File: src/rtl/allbit_pkg.sv
// Shared types and default sizes for the all-bit scan controller.
package allbit_pkg;

   localparam int unsigned DefWidth = 32;
   localparam int unsigned DefAddrW = 8;

   typedef enum logic [1:0] {
      StIdle,
      StReq,
      StWait,
      StDone
   } state_e;

endpackage

File: src/rtl/allbit_scan_ctrl_if.sv
// Single-outstanding read port between the scan controller and word memory.
interface allbit_scan_ctrl_if
   import allbit_pkg::*;
#(
   parameter int unsigned WIDTH  = DefWidth,
   parameter int unsigned ADDR_W = DefAddrW
);

   logic              rd_req;
   logic [ADDR_W-1:0] rd_addr;
   logic [WIDTH-1:0]  rd_data;
   logic              rd_valid;

   modport master (
      output rd_req,
      output rd_addr,
      input  rd_data,
      input  rd_valid
   );

   modport slave (
      input  rd_req,
      input  rd_addr,
      output rd_data,
      output rd_valid
   );

endinterface

File: src/rtl/allbit_detect.sv
// Combinational all-zero / all-one detector for one word.
module allbit_detect #(
   parameter int unsigned WIDTH = 32
) (
   input  logic [WIDTH-1:0] x,
   output logic             zero,
   output logic             one
);

   assign zero = ~|x;
   assign one  = &x;

endmodule

File: src/rtl/allbit_scan_ctrl.sv
// Scans len words from base_addr, one read at a time, and reports all-zero / all-one.
// Optional build macro ALLBIT_SCAN_EARLY_EXIT_EN stops once both flags are known false.
module allbit_scan_ctrl
   import allbit_pkg::*;
#(
   parameter int unsigned WIDTH  = DefWidth,
   parameter int unsigned ADDR_W = DefAddrW
) (
   input  logic              clk,
   input  logic              rst_n,
   input  logic              start,
   input  logic [ADDR_W-1:0] base_addr,
   input  logic [ADDR_W:0]   len,
   output logic              busy,
   output logic              done,
   output logic              all_zero,
   output logic              all_one,
   allbit_scan_ctrl_if.master rd_bus
);

   state_e            state_q, state_d;
   logic [ADDR_W-1:0] base_q, base_d;
   logic [ADDR_W:0]   len_q, len_d;
   logic [ADDR_W:0]   cnt_q, cnt_d;
   logic [ADDR_W:0]   cnt_inc;
   logic              z_acc_q, z_acc_d;
   logic              o_acc_q, o_acc_d;
   logic              res_q, res_d;
   logic              word_zero, word_one;
   logic              z_upd, o_upd;
   logic              last_word;

   allbit_detect #(
      .WIDTH(WIDTH)
   ) u_detect (
      .x    (rd_bus.rd_data),
      .zero (word_zero),
      .one  (word_one)
   );

   assign z_upd   = z_acc_q & word_zero;
   assign o_upd   = o_acc_q & word_one;
   assign cnt_inc = cnt_q + (ADDR_W + 1)'(1);

   always_comb begin
      state_d   = state_q;
      base_d    = base_q;
      len_d     = len_q;
      cnt_d     = cnt_q;
      z_acc_d   = z_acc_q;
      o_acc_d   = o_acc_q;
      res_d     = res_q;
      last_word = 1'b0;
      unique case (state_q)
         StIdle: begin
            if (start) begin
               base_d  = base_addr;
               len_d   = len;
               cnt_d   = '0;
               z_acc_d = 1'b1;
               o_acc_d = 1'b1;
               // Results are withdrawn for the duration of the new scan.
               res_d   = 1'b0;
               if (len == '0) begin
                  state_d = StDone;
                  res_d   = 1'b1;
               end else begin
                  state_d = StReq;
               end
            end
         end
         StReq: state_d = StWait;
         StWait: begin
            if (rd_bus.rd_valid) begin
               z_acc_d   = z_upd;
               o_acc_d   = o_upd;
               cnt_d     = cnt_inc;
               last_word = (cnt_inc == len_q);
`ifdef ALLBIT_SCAN_EARLY_EXIT_EN
               if (!z_upd && !o_upd) begin
                  last_word = 1'b1;
               end
`endif
               if (last_word) begin
                  state_d = StDone;
                  res_d   = 1'b1;
               end else begin
                  state_d = StReq;
               end
            end
         end
         StDone: state_d = StIdle;
         default: state_d = StIdle;
      endcase
   end

   always_ff @(posedge clk or negedge rst_n) begin
      if (!rst_n) begin
         state_q <= StIdle;
         base_q  <= '0;
         len_q   <= '0;
         cnt_q   <= '0;
         z_acc_q <= 1'b0;
         o_acc_q <= 1'b0;
         res_q   <= 1'b0;
      end else begin
         state_q <= state_d;
         base_q  <= base_d;
         len_q   <= len_d;
         cnt_q   <= cnt_d;
         z_acc_q <= z_acc_d;
         o_acc_q <= o_acc_d;
         res_q   <= res_d;
      end
   end

   assign busy           = (state_q == StReq) || (state_q == StWait);
   assign done           = (state_q == StDone);
   assign rd_bus.rd_req  = (state_q == StReq);
   assign rd_bus.rd_addr = base_q + cnt_q[ADDR_W-1:0];
   assign all_zero       = res_q & z_acc_q;
   assign all_one        = res_q & o_acc_q;

endmodule

File: src/flat_wrapper.sv
// flat-port wrapper written by rule: the top's interface ports become plain ports
module allbit_scan_ctrl_flat import allbit_pkg::*;
#(
   parameter int unsigned WIDTH  = DefWidth,
   parameter int unsigned ADDR_W = DefAddrW
)
  (clk, rst_n, start, base_addr, len, busy, done, all_zero, all_one, rd_bus_rd_req, rd_bus_rd_addr, rd_bus_rd_data, rd_bus_rd_valid);
  allbit_scan_ctrl_if #(.WIDTH(WIDTH), .ADDR_W(ADDR_W)) rd_bus_i ();
  input  logic clk;
  input  logic rst_n;
  input  logic start;
  input  logic [ADDR_W-1:0] base_addr;
  input  logic [ADDR_W:0] len;
  output logic busy;
  output logic done;
  output logic all_zero;
  output logic all_one;
  output wire logic [$bits(rd_bus_i.rd_req)-1:0] rd_bus_rd_req;
  output wire logic [$bits(rd_bus_i.rd_addr)-1:0] rd_bus_rd_addr;
  input wire logic [$bits(rd_bus_i.rd_data)-1:0] rd_bus_rd_data;
  input wire logic [$bits(rd_bus_i.rd_valid)-1:0] rd_bus_rd_valid;
  assign rd_bus_rd_req = rd_bus_i.rd_req;
  assign rd_bus_rd_addr = rd_bus_i.rd_addr;
  assign rd_bus_i.rd_data = rd_bus_rd_data;
  assign rd_bus_i.rd_valid = rd_bus_rd_valid;
  allbit_scan_ctrl #(.WIDTH(WIDTH), .ADDR_W(ADDR_W)) u_core (.clk(clk), .rst_n(rst_n), .start(start), .base_addr(base_addr), .len(len), .busy(busy), .done(done), .all_zero(all_zero), .all_one(all_one), .rd_bus(rd_bus_i));
endmodule
File: config.mk
export PLATFORM = sky130hd
export DESIGN_NAME = allbit_scan_ctrl_flat
export DESIGN_NICKNAME = d
export VERILOG_FILES = /design/src/rtl/allbit_pkg.sv /design/src/rtl/allbit_scan_ctrl_if.sv /design/src/rtl/allbit_detect.sv /design/src/rtl/allbit_scan_ctrl.sv /design/src/flat_wrapper.sv
export SDC_FILE = /design/constraint.sdc
export NUM_CORES = 1
export LEC_CHECK = 0
export ABC_AREA = 1
export BUFFER_PORTS_ARGS = -buffer_cell sky130_fd_sc_hd__buf_4
export CAP_MARGIN = 40
export CORE_MARGIN = 1.5
export CORE_UTILIZATION = 30
export CTS_BUF_LIST = sky130_fd_sc_hd__clkbuf_4
export DETAILED_ROUTE_END_ITERATION = 8
export PLACE_DENSITY = 0.52
export SLEW_MARGIN = 20
export SYNTH_ARGS = -nofsm -noshare
export SYNTH_HDL_FRONTEND = slang
export SYNTH_SLANG_ARGS = --single-unit
File: constraint.sdc
create_clock -name clk -period 2.1 [get_ports clk]
set_input_delay 0.525 -clock clk [delete_from_list [all_inputs] [get_ports clk]]
set_output_delay 0.525 -clock clk [all_outputs]
set_load 0.005 [all_outputs]
==> impl_metrics.tcl <==
set metrics [dict create \
    ys_types 27 \
    cts_inserted_buffers 5 \
    synth_top_cells_by_count "nand2_1 (94), inv_1 (37), dfrtp_1 (31)" \
    die_x_um 87.6 \
    rsz0062_at_grt "yes" \
    critical_path_class "reg2out" \
    ir_worst_vdd_uv 646 \
    post-route-min-period_ps 2430 \
    syn2layout_area_growth_pct 40.3 \
    via_per_inst 4.51 \
    netlist_area_mm2 0.00215 \
    wl_met3_um 206 \
    initialDrtViolationCount 79 \
    failed_checks "negative setup slack" \
    yosysMostFrequentCell "nand2_1" \
    synth-seq-cells 31 \
    place_ws_ps -176 \
    grt_pass1_wl_um 9110 \
    slew_headroom_pct 73.1 \
    end_kind "output pin" \
    cts_hold_buf 0 \
    finalWorstSetupSlack_ps -326 \
    yosys.area.top_type_share_pct 36.1 \
    antenna_found_initial 0 \
    slew_viol_final 0 \
    synth_cells 301 \
    first_pass_iters 4 \
    hold_path_class "in2async" \
    setup_viol 7 \
    numPortBuffers 65 \
    grt_max_degree 32 \
    dp_hpwl_um 4310 \
    die_y_um 87.6 \
    syn_nets 367 \
    fmax_ghz 0.412 \
    highest_layer "met4" \
    grt_pass1_vias 2134 \
    crit_required_ps 1570 \
    synthTopCellsByArea "dfrtp_1 (36%), nand2_1 (16%), ha_1 (7.0%)" \
    drc 0 \
    ys.flop_type "dfrtp_1" \
    hold_violations 0 \
    clk_pin_slew_ps 90 \
    routed_wl_um 5460 \
    final.setup.tns_ps -1230 \
    insertion_delay_ps 340 \
    dieArea_mm2 0.00768 \
    htreeDepth 2 \
    postRouteAntennaNets 0 \
    p_per_area_mw_per_mm2 1000 \
    yosysSeqAreaShare_pct 36.1 \
    cp_max_fo 2 \
    wire_per_inst_um 11.3 \
    yosysTopAreaCell "dfrtp_1" \
    num_vias 2183 \
    place_congestion 0.781 \
    clk_path_buf_depth 2 \
    io_pins 66 \
    postSynth.asyncResetShare_pct 100 \
    status "complete, but fails checks" \
    wl_met1_um 2700 \
    worst_ep_arrival_time_ps 1900 \
    start_util_pct 31.3 \
    leakage_nw 1.55 \
    floorplan.rows 30 \
    fin_nets 453 \
    cts_tree "yes" \
    yosysWarnings 0 \
    drive_above_1_share_pct 29.6 \
    wl_met2_um 2510 \
    root_buffer "clkbuf_4" \
    cts.sinks 31 \
    synth_edf_count 0 \
    antenna_cells 0 \
    overflow 0 \
    grt.total_usage_pct 15.2 \
    core_mm2 0.00687 \
    critPathLaunchType "flop" \
    avgSynthCellArea_um2 7.14 \
    finClkSkew_ps 14.1 \
    worst_slew_pin_slew_ps 404 \
    max-cap-violations 0 \
    period_share_pct 116 \
]
## layer usage
layer  global-route usage, %  up-vias
li1                        -     1157
met2                    25.2       44
met4                    5.19        0
met1                    19.7      976
met5                       0        -
met3                    3.11        6
## power breakdown
part / total, W / internal, W / switching, W
registers: 0.000962 / 0.000819 / 0.000143
logic: 0.00172 / 0.000835 / 0.000881
clock network: 0.000339 / 0.000137 / 0.000202
total: 0.00302 / 0.00179 / 0.00123
## critical path, cell delays in order, from the launching register on
cell,delay (ps)
dfrtp_1,360
ha_1,170
inv_1,60
fa_2,360
o21ai_2,150
a21oi_1,80
nor2_1,90
nor2_1,50
xnor2_1,130
buf_4,130
## per-stage QoR
| step | util (%) | instances | instance area [µm²] | power (W) | hold WS, ps |
|---|---|---|---|---|---|
| floorplan | - | 301 | 2150 | 0.00188 | 229 |
| global placement | 41.5 | 472 | 2850 | 0.00254 | 462 |
| detailed placement | 41.5 | 472 | 2850 | 0.00255 | 463 |
| CTS | 43.3 | 482 | 2970 | 0.00300 | 111 |
| global route | 43.9 | 484 | 3010 | 0.00331 | 124 |
| finish | 43.9 | 484 | 3010 | 0.00302 | 101 |
## worst paths after layout
path | cells after the start | slack [ps] | from | end
hold / removal | 1 | 100 | rst_n | u_core.base_q[3]
setup / recovery | 9 | -330 | u_core.cnt_q[0] | rd_bus_rd_addr[6]
setup reg to reg | 15 | 200 | u_core.cnt_q[1] | u_core.res_q
max in group asynchronous | 1 | 1690 | rst_n | u_core.base_q[5]
hold reg to reg | 2 | 490 | u_core.o_acc_q | u_core.o_acc_q
min in group clk | 3 | 380 | base_addr[3] | u_core.base_q[3]
## sequential cells by signal (all words and copies together) (netlist names)
| name | count |
|---|---|
| u_core.z_acc_q | 1 |
| u_core.o_acc_q | 1 |
| u_core.res_q | 1 |
| u_core.state_q | 2 |
| u_core.len_q | 9 |
| u_core.base_q | 8 |
| u_core.cnt_q | 9 |
## logic make-up after synthesis
| group | synth area share [%] |
|---|---|
| fa+ha+maj | 7.92 |
| xor+xnor | 3.67 |
| compound gates | 7.40 |
| simple gates | 36.8 |
| flops | 36.1 |
| buf+inv | 8.15 |
## cell usage in the layout, fill, tap and decap left out, drive strengths merged, types with 7 or more instances in the layout
cell type,n
nand4,15
o22ai,7
nand2,98
nor2,28
ha,12
dfrtp,31
nand3,24
o21ai,12
inv,39
buf,85
a21oi,8
## timing repair
item,CTS,global route
setup endpoints to repair,7,9
buffers inserted,2,3
pin swaps,7,6
resized for setup,12,5
## area by class of cell
cell class	count	area, µm²
fillers	723	3850
repair buffers	85	649
flip-flops and latches	31	776
well taps	96	120
inverters	39	146
clock buffers	6	45.0
multi-input cells	225	1270
clock inverters	2	7.51
(Power assumes the default switching activity.)
